--- config.mk ---
export PLATFORM = sky130hd
export DESIGN_NAME = xmtfifo
export DESIGN_NICKNAME = d
export VERILOG_FILES = /design/src/rtl/xmtfifo_pkg.sv /design/src/rtl/xmtfifo_xmtser.sv /design/src/rtl/xmtfifo.sv
export SDC_FILE = /design/constraint.sdc
export NUM_CORES = 1
export LEC_CHECK = 0
export ABC_AREA = 1
export BUFFER_PORTS_ARGS = -buffer_cell sky130_fd_sc_hd__buf_2
export CORE_MARGIN = 2
export CORE_UTILIZATION = 35
export CTS_CLUSTER_SIZE = 24
export DETAILED_ROUTE_END_ITERATION = 12
export PLACE_DENSITY = 0.56
export SETUP_SLACK_MARGIN = 0.5
export SYNTH_ARGS = -nofsm -noshare
export SYNTH_HDL_FRONTEND = slang
export SYNTH_SLANG_ARGS = --single-unit
--- constraint.sdc ---
create_clock -name clk -period 3.4 [get_ports clk]
set_clock_uncertainty 0.05 [all_clocks]
set_input_delay 0.51 -clock clk [delete_from_list [all_inputs] [get_ports clk]]
set_output_delay 0.51 -clock clk [all_outputs]
set_load 0.02 [all_outputs]
--- src/rtl/xmtfifo_pkg.sv ---
// xmt_pkg: shared types and constants for the xmtfifo transmitter.
// Optional parity is selected with the XMTFIFO_PARITY_EN macro.
package xmt_pkg;

  localparam int   BIT_LEN_W = 16;
  localparam logic LINE_IDLE = 1'b1;

  typedef enum logic [2:0] {
    IDLE  = 3'd0,
    START = 3'd1,
    DATA  = 3'd2,
    PAR   = 3'd3,
    STOP  = 3'd4
  } ser_state_t;

endpackage

--- src/rtl/xmtfifo_xmtser.sv ---
// xmtser: frame serializer for xmtfifo (start, data LSB first, optional
// parity, one or two stop bits). Parity exists only when XMTFIFO_PARITY_EN
// is defined.
//
// state | meaning
// IDLE  | line high, waiting for a load
// START | driving the start bit (0)
// DATA  | driving data bits, LSB first
// PAR   | driving the parity bit (parity builds only)
// STOP  | driving one or two stop bits (1)
module xmtser
  import xmt_pkg::*;
#(
  parameter int DATA_W = 8
) (
  input  logic                 clk,
  input  logic                 rst,
  input  logic                 load,
  input  logic [DATA_W-1:0]    data,
  input  logic [BIT_LEN_W-1:0] bit_len,
  input  logic                 stop2,
  input  logic                 par_odd,
  output logic                 take,
  output logic                 idle,
  output logic                 serial_out
);

  localparam int BCW = $clog2(DATA_W);

  ser_state_t           state;
  logic [BIT_LEN_W-1:0] cnt;
  logic [BIT_LEN_W-1:0] bl_r;
  logic                 stop2_r;
  logic                 stop_cnt;
  logic [BCW-1:0]       bit_cnt;
  logic [DATA_W-1:0]    shift;
  logic                 line;
  logic                 final_stop;

`ifdef XMTFIFO_PARITY_EN
  logic par_r;
`else
  logic unused_par_odd;
  assign unused_par_odd = par_odd;
`endif

  // A new frame may be loaded when idle or on the very last stop-bit clock,
  // which lets frames run back to back with no idle gap.
  assign final_stop = (state == STOP) && (cnt == '0) && (!stop2_r || stop_cnt);
  assign take       = (state == IDLE) || final_stop;
  assign idle       = (state == IDLE);

  // Line level implied by the current state; registered into serial_out.
  always_comb begin
    line = LINE_IDLE;
    case (state)
      START:   line = 1'b0;
      DATA:    line = shift[0];
`ifdef XMTFIFO_PARITY_EN
      PAR:     line = par_r;
`endif
      default: line = LINE_IDLE;
    endcase
  end

  // Serializer FSM: bit-rate down-counter, bit counter and shift register.
  always_ff @(posedge clk or posedge rst) begin
    if (rst) begin
      state      <= IDLE;
      cnt        <= '0;
      bl_r       <= '0;
      stop2_r    <= 1'b0;
      stop_cnt   <= 1'b0;
      bit_cnt    <= '0;
      shift      <= '0;
      serial_out <= LINE_IDLE;
`ifdef XMTFIFO_PARITY_EN
      par_r      <= 1'b0;
`endif
    end else begin
      serial_out <= line;
      if (load) begin
        state   <= START;
        cnt     <= bit_len - 1'b1;
        bl_r    <= bit_len;
        stop2_r <= stop2;
        shift   <= data;
`ifdef XMTFIFO_PARITY_EN
        par_r   <= (^data) ^ par_odd;
`endif
      end else if (state != IDLE) begin
        if (cnt != '0) begin
          cnt <= cnt - 1'b1;
        end else begin
          cnt <= bl_r - 1'b1;
          case (state)
            START: begin
              state   <= DATA;
              bit_cnt <= '0;
            end
            DATA: begin
              shift <= shift >> 1;
              if (bit_cnt == BCW'(DATA_W - 1)) begin
`ifdef XMTFIFO_PARITY_EN
                state <= PAR;
`else
                state <= STOP;
`endif
                stop_cnt <= 1'b0;
              end else begin
                bit_cnt <= bit_cnt + 1'b1;
              end
            end
            PAR: begin
              state    <= STOP;
              stop_cnt <= 1'b0;
            end
            STOP: begin
              if (stop2_r && !stop_cnt) stop_cnt <= 1'b1;
              else                      state    <= IDLE;
            end
            default: state <= IDLE;
          endcase
        end
      end
    end
  end

endmodule

--- src/rtl/xmtfifo.sv ---
// xmtfifo: serial transmitter with a DEPTH-entry transmit FIFO, sticky
// overflow flag and flush. Parity is enabled by defining XMTFIFO_PARITY_EN.
module xmtfifo
  import xmt_pkg::*;
#(
  parameter int DATA_W = 8,
  parameter int DEPTH  = 16,
  parameter int AW     = $clog2(DEPTH)
) (
  input  logic                 clk,
  input  logic                 rst,
  input  logic [BIT_LEN_W-1:0] bit_len,
  input  logic                 stop2,
  input  logic                 par_odd,
  input  logic                 write,
  input  logic [DATA_W-1:0]    data_in,
  input  logic                 flush,
  output logic                 ready,
  output logic                 empty,
  output logic [AW:0]          level,
  output logic                 ovf,
  output logic                 serial_out
);

  localparam logic [AW:0] LVL_FULL = (AW + 1)'(DEPTH);

  logic [DATA_W-1:0] mem [DEPTH];
  logic [AW-1:0]     wptr;
  logic [AW-1:0]     rptr;
  logic              push;
  logic              pop;
  logic              take;
  logic              idle;

  assign ready = (level != LVL_FULL);
  assign push  = write && ready && !flush;
  assign pop   = take && (level != '0) && !flush;
  assign empty = idle && (level == '0);

  // FIFO storage; contents need no reset since level gates every read.
  always_ff @(posedge clk) begin
    if (push) mem[wptr] <= data_in;
  end

  // Pointers, occupancy and sticky overflow; flush wins over write.
  always_ff @(posedge clk or posedge rst) begin
    if (rst) begin
      wptr  <= '0;
      rptr  <= '0;
      level <= '0;
      ovf   <= 1'b0;
    end else if (flush) begin
      wptr  <= '0;
      rptr  <= '0;
      level <= '0;
      ovf   <= 1'b0;
    end else begin
      if (write && !ready) ovf  <= 1'b1;
      if (push)            wptr <= wptr + 1'b1;
      if (pop)             rptr <= rptr + 1'b1;
      case ({push, pop})
        2'b10:   level <= level + 1'b1;
        2'b01:   level <= level - 1'b1;
        default: level <= level;
      endcase
    end
  end

  xmtser #(
    .DATA_W (DATA_W)
  ) u_ser (
    .clk        (clk),
    .rst        (rst),
    .load       (pop),
    .data       (mem[rptr]),
    .bit_len    (bit_len),
    .stop2      (stop2),
    .par_odd    (par_odd),
    .take       (take),
    .idle       (idle),
    .serial_out (serial_out)
  );

endmodule

Yosys cells after proc, flatten, opt, wreduce, memory -nomap -nowiden. Memories as Yosys holds them, arrays and structs flattened. Index checks and enable logic that the tools add are counted. Widths: inputs -> output; s select.

Add/subtract/negate cells: 8. Equal/unequal tests: 14. Muxes and demuxes: 29. Bitwise logic cells: 2. Reduce and logical (&&, ||, !) cells: 33.

Operators by type and width (count): $mux 16 (3); $sub 16x1->16 const B (3); $mux 8 (4); $mux 3 (6); $logic_not 16->1 (1); $mux 4 (4); $reduce_bool 16->1 (1); $pmux 3 s4 (1); $reduce_bool 2->1 (6); $pmux 5 s2 (1); $logic_and 1x1->1 (9); $reduce_bool 3->1 (3); $add 4x1->4 const B (2); $eq 3x2->1 const B (2); $eq 3x3->1 const B (2); $mux 1 (6); $ne 2x2->1 const B (3); $pmux 3 s2 (1); $reduce_and 6->1 (1); $add 5x1->5 const B (1); $logic_not 5->1 (1); $mux 5 (1); $ne 5x5->1 const B (1); $reduce_and 5->1 (1); 17 further kinds (22).

Flip-flop bits (word level): 63. Bits in writable memories: 128. Input bits: 30. Output and inout port bits: 9. Memories: 1.

Memories: mem (depth 16, bits a word 8, read ports 1, clocked after Yosys merged registers in 0, write ports 1, RTL line xmtfifo.sv:27) `logic [DATA_W-1:0] mem [DEPTH];`.

Depth between registers and ports, before layout.
Depth after elaboration: 9. Depth in mapped cells: 20. Mapped depth without buffers: 20.

By module. From an unflattened synthesis, not the netlist that was laid out.

Cell total of the unflattened synthesis: 888. Area total of the unflattened synthesis: 9064.9 um^2.

By module, submodules not included: xmtfifo (instances 1, cells each 482, area an instance 6144.6 um^2, sequential area each 4194.0 um^2); xmtser (instances 1, cells each 406, area an instance 2920.3 um^2, sequential area each 1227.4 um^2).

Worst setup path after synthesis. OpenSTA, ideal clock, no wires.

Path type: register -> register. From: reg level[3]. To: reg level[4]. Setup time: 0.131 ns. Data arrival time: 2.651 ns. Setup slack: 0.567 ns. Stages on the path, launching flop included: 18. Buffers on the path: 0. Period minus slack after synthesis: 2.833 ns. Cell sequence: dfrtp_1 > nor2_1 > nand2_1 > inv_2 > nand2_1 > nand2_1 > inv_1 > nor2_1 > inv_1 > nor2_2 > inv_1 > fa_1 > o21ai_0 > a21oi_1 > xor2_1 > xor2_1 > nand3_1 > o21ai_0.

Cells in the longest elaborated chain, start to end: 6. Elaborated cells between the ends (all ways): 13. Those cells by class: 2 x add/sub; 3 x eq/ne; 2 x mux; 6 x reduce/logical.

Ends and longest elaborated chain: start: declaration (RTL line xmtfifo.sv:20) `output logic [AW:0] level,`; start signal: assignment (RTL line xmtfifo.sv:62) `2'b10: level <= level + 1'b1;`; start signal: assignment (RTL line xmtfifo.sv:63) `2'b01: level <= level - 1'b1;`; start signal: assignment (RTL line xmtfifo.sv:64) `default: level <= level;`; $ne 5x5->1 * (RTL line xmtfifo.sv:35) `assign ready = (level != LVL_FULL);`; named net ready (RTL line xmtfifo.sv:18) `output logic ready,`; $logic_and 1x1->1 * (2 in series) (RTL line xmtfifo.sv:36) `assign push = write && ready && !flush;`; $eq 2x1->1 / $eq 2x2->1 (equally long branches) (RTL line xmtfifo.sv:61) `case ({push, pop})`; $pmux 5 s2 (RTL line xmtfifo.sv:61); $mux 5 (RTL line xmtfifo.sv:52) `end else if (flush) begin`.

The timed path passes the listed nets; every way through them passes the cells marked *. A chain may end at the register's enable or synchronous reset.

Worst setup path in the final report.
From: reg level[3]. To: reg level[4].

Cells in the longest elaborated chain, start to end: 6. Elaborated cells between the ends (all ways): 13. Those cells by class: 2 x add/sub; 3 x eq/ne; 2 x mux; 6 x reduce/logical.

Ends and longest elaborated chain (RTL line): $ne 5x5->1 / $reduce_bool 5->1 (equally long branches) (xmtfifo.sv:35, xmtfifo.sv:37); $logic_and 1x1->1 (on tied branches) (2 in series) (xmtfifo.sv:36, xmtfifo.sv:37); $eq 2x1->1 / $eq 2x2->1 (equally long branches) (xmtfifo.sv:61); $pmux 5 s2 (xmtfifo.sv:61); $mux 5 (xmtfifo.sv:52).

Parallel ways exist; a longest one is shown, timed or not.

==> summary.txt <==
Final layout
  • Layout Area Growth over Synthesis: 14.2%
  • Ratio of cells with drive above 1 in the final layout: 0.169
  • Antenna Cells: 0
  • Number of fill cells: 2395
  • Final #Nets: 941

Logic synthesis
  • Average instance area after synthesis: about 10 sq um
  • Multiplexer area fraction after synthesis: 0
  • Simple-Gate Fraction of Synth Area: 0.183
  • Number of enable flip-flop cells after synthesis: 128
  • Nets in the synthesized netlist: 891
  • Number of flip-flops and latches in the synthesized netlist: 191
  • Post-synthesis sequential area ratio: 0.619
  • Cell Area, Synth: roughly 0.0088 sq mm
  • Count of unique library cells instantiated by Yosys: 40
  • Number of standard cells after synthesis: 849
  • Most used flip-flop cell after synthesis: sky130_fd_sc_hd__edfxtp_1
  • Async set or reset register ratio after synthesis: 0.330
  • Main combinational cell family by area after synthesis: simple AND/OR/NAND/NOR gates
  • Fraction of synthesized cell area in xor and xnor cells: 0.00400
  • Adder-Cell Fraction of Synth Area: 0.0180
  • Fraction of the mapped netlist area in compound gates: 0.125
  • Warnings from Yosys: 0

Detailed routing
  • Sum of routed wire length over all layers: about 21 mm
  • Number of DRC violations after detailed-routing iteration 0: 385
  • Average wire per cell in the routed design: 16.6 microns
  • Via count: about 6200
  • First-pass DRT Iterations: 5
  • Via count normalized by instance count: 5.03
  • Remaining antenna violation count after routing: 0
  • DRC violations left: 0

Floorplanning
  • I/O pin total: 39
  • Die area: 0.0263 sq mm
  • Site row count: 57
  • X dimension of the die: 162 microns
  • Core Box Area: 0.0245 sq mm
  • Chip height: 162 microns
  • Initial core utilization: 0.358

Power and ir drop
  • Total internal power: 3.52 mW
  • Pwr/cell area: 458 mW/mm^2
  • Portion of total power attributed to combinational logic: 0.031
  • Sequential share of power: 0.547
  • Clk network pwr share: 0.421
  • Psw: 1.07 mW
  • IR Drop Worst-Case VDD: 0.403 mV
  • Static leakage: 3.88 nW
  • Power consumption: 4.59 mW
  • Net Sw Frac: 0.232

Timing
  • Setup repair after global routing missed its margin: no
  • Max Clk Rate: 370 MHz
  • Final setup TNS: 0 ns
  • Fin worst setup slack: 0.695 ns
  • Transition time at the pin with the least slew margin: around 0.84 ns
  • Period Utilization, post-route: 0.795
  • Final number of setup-violating endpoints: 0
  • Max-Slew Margin vs Limit: 0.436
  • Number of failing hold endpoints at the final stage: 0
  • Final Slew Violations: 0
  • Period minus WS final: 2.70 ns

Clock network
  • Hold Buf Count CTS: 0
  • Clk root buf: sky130_fd_sc_hd__clkbuf_16
  • Maximum clock path buffer count: 2
  • Sinks on Clock Net: 191
  • Clock transition time at the flip-flop clock pins of the worst setup and hold paths: 0.07 ns
  • Deepest level of the CTS H-tree: 4
  • Worst-Skew Late Latency: 0.44 ns
  • Cts bufs inserted: 17
  • Clock tree from TritonCTS: done

Hold path
  • Hold Crit Class: in -> async

Worst setup path
  • Slowest Stage Delay on Critical Path: 0.41 ns
  • Worst endpoint required time: 3.66 ns
  • Crit path cell chain: nor2_1 -> nand2_2 -> inv_2 -> nand2_1 -> nand2_2 -> inv_1 -> nor2_4 -> inv_1 -> nor2_4 -> inv_1 -> fa_1 -> o21ai_1 -> a21oi_1 -> xor2_1 -> xor2_1 -> nand3_1 -> o21ai_0
  • Most frequent cell on the critical path: sky130_fd_sc_hd__inv_1
  • Critical path peak fanout: 4
  • Startpoint kind of the worst setup timing path: register
  • Cell type of the slowest stage on the worst timing path: sky130_fd_sc_hd__dfrtp_1
  • Element type at the critical path end: register
  • Critical setup path kind: reg -> reg
  • Crit path arrival time: 2.96 ns
  • Worst setup path startpoint: level[3]
  • R2r startpoint: level[3]

Global route
  • Via count of the first global-routing pass: 5953
  • Largest net degree at the start of global routing: 37
  • Initial antenna violation count: 0
  • Wire length of the first global-routing pass: 32.6 mm
  • Leftover overflow at the end of global routing: 0
  • Overall routing resource usage: 0.163

Placed design
  • Number of input and output port buffers inserted: 37
  • Dpl ws: 0.427 ns
  • Detail Placement HPWL: 13.5 mm
  • Final estimated routing congestion in global placement: 0.788

Run status
  • Status: complete, no violations

Run
  • Number of maximum-capacitance constraint violations: 0
-- worst max-delay path: cells and delay by family, from the launching register on --
family | cells | cell delay [ns]
flops | 1 | 0.41
xor+xnor | 2 | 0.33
simple gates | 7 | 0.74
fa+ha+maj | 1 | 0.41
compound gates | 3 | 0.33
buf+inv | 4 | 0.32
-- cells in the mapped netlist, types with 6 or more instances --
| library cell | number | area share |
|---|---|---|
| sky130_fd_sc_hd__clkbuf_1 | 25 | 0.011 |
| sky130_fd_sc_hd__nand2_2 | 11 | 0.0079 |
| sky130_fd_sc_hd__nand3_1 | 43 | 0.025 |
| sky130_fd_sc_hd__nand4_1 | 15 | 0.011 |
| sky130_fd_sc_hd__ha_1 | 11 | 0.016 |
| sky130_fd_sc_hd__o221ai_1 | 24 | 0.024 |
| sky130_fd_sc_hd__a21oi_1 | 13 | 0.0074 |
| sky130_fd_sc_hd__o21bai_1 | 8 | 0.0069 |
| sky130_fd_sc_hd__o22ai_1 | 9 | 0.0064 |
| sky130_fd_sc_hd__nand2_4 | 8 | 0.010 |
| sky130_fd_sc_hd__inv_1 | 66 | 0.028 |
| sky130_fd_sc_hd__nor3_1 | 11 | 0.0063 |
| sky130_fd_sc_hd__o21ai_0 | 108 | 0.062 |
| sky130_fd_sc_hd__edfxtp_1 | 128 | 0.44 |
| sky130_fd_sc_hd__nor2_4 | 7 | 0.0090 |
| sky130_fd_sc_hd__buf_2 | 6 | 0.0034 |
| sky130_fd_sc_hd__nor2_2 | 11 | 0.0079 |
| sky130_fd_sc_hd__nor2_1 | 107 | 0.046 |
| sky130_fd_sc_hd__nand2_1 | 132 | 0.057 |
| sky130_fd_sc_hd__dfrtp_1 | 62 | 0.18 |
-- what timing repair did --
| item | in CTS | in global routing |
|---|---|---|
| pin swaps | 0 | 2 |
| resized for setup | 2 | 9 |
| hold endpoints to repair | 0 | 0 |
| setup endpoints to repair | 1 | 9 |
| cloned | 0 | 0 |
| buffers inserted | 0 | 1 |
-- power groups by stage --
stage                     logic, mW  registers, mW  clock network (mW)
after floorplan              0.0648           2.57                   0
after global placement        0.141           2.56                   0
after detailed placement      0.142           2.56                   0
after CTS                     0.144           2.51                1.97
after global routing          0.165           2.51                2.06
final                         0.144           2.51                1.93
-- per-stage QoR --
step	std cells	instance area, sq um	util	hold slack [ns]
6_report	1236	10000	0.409	0.0349
5_1_grt	1236	10000	0.409	0.0757
4_1_cts	1235	9970	0.408	0.0405
3_5_place_dp	1203	9400	0.384	0.413
3_3_place_gp	1203	9400	0.384	0.407
2_1_floorplan	849	8760	-	0.392
-- path summary, 6_finish.rpt --
check / to / slack [ns] / cells past startpoint
max: level[4] / 0.70 / 17
min: u_ser.bl_r[0] / 0.03 / 2
max reg2reg: level[4] / 0.70 / 17
min reg2reg: u_ser.bl_r[9] / 0.43 / 2
max in group asynchronous: u_ser.serial_out / 2.54 / 3
min in group clk: u_ser.stop2_r / 0.25 / 3
-- registers in the layout, summed over array words and instances (netlist names) --
register / cells
u_ser.cnt: 16
ovf: 1
u_ser.serial_out: 1
u_ser.stop2_r: 1
u_ser.state: 3
u_ser.bl_r: 16
u_ser.stop_cnt: 1
level: 5
rptr: 4
u_ser.shift: 8
u_ser.bit_cnt: 3
wptr: 4
mem: 128
-- cells in the final DEF (no fill, tap or decap), types with 9 or more instances in the layout --
cell | netlist | layout
sky130_fd_sc_hd__nand2_1 | 132 | 130
sky130_fd_sc_hd__edfxtp_1 | 128 | 128
sky130_fd_sc_hd__o21ai_0 | 108 | 107
sky130_fd_sc_hd__nor2_1 | 107 | 104
sky130_fd_sc_hd__inv_1 | 66 | 65
sky130_fd_sc_hd__dfrtp_1 | 62 | 61
sky130_fd_sc_hd__nand3_1 | 43 | 42
sky130_fd_sc_hd__buf_2 | 6 | 37
sky130_fd_sc_hd__buf_4 | 4 | 30
sky130_fd_sc_hd__o221ai_1 | 24 | 24
sky130_fd_sc_hd__clkbuf_16 | 0 | 17
sky130_fd_sc_hd__nand4_1 | 15 | 15
sky130_fd_sc_hd__nand2_2 | 11 | 13
sky130_fd_sc_hd__a21oi_1 | 13 | 13
sky130_fd_sc_hd__nor2_2 | 11 | 12
sky130_fd_sc_hd__nor3_1 | 11 | 11
sky130_fd_sc_hd__ha_1 | 11 | 10
sky130_fd_sc_hd__nor2_4 | 7 | 9
sky130_fd_sc_hd__o22ai_1 | 9 | 9
-- per-layer routing --
| layer | up-vias | share of wire | GRT usage | wire [microns] |
|---|---|---|---|---|
| met5 | - | 0 | 0 | 0 |
| met4 | 0 | 0.017 | 0.0543 | 343 |
| met3 | 24 | 0.037 | 0.0209 | 753 |
| met2 | 128 | 0.47 | 0.264 | 9730 |
| met1 | 3004 | 0.47 | 0.226 | 9710 |
| li1 | 3059 | - | - | - |
-- cells by family after synthesis --
group	after synthesis
buffers and inverters	110
xor gates and xnor gates	4
adders and majority gates	12
and+or+nand+nor	348
AOI/OAI and AO/OA	184
DFF	191
-- cell type report --
class	instances	area [sq um]	area share
Timing Repair Buffer	68	422	0.0421
Tap cell	324	405	0.0405
Clock buffer	19	433	0.0433
Clock inverter	13	133	0.0133
Multi-Input combinational cell	548	2920	0.291
Inverter	73	274	0.0274
Sequential cell	191	5420	0.542
Power figures use the tool's default switching activity.
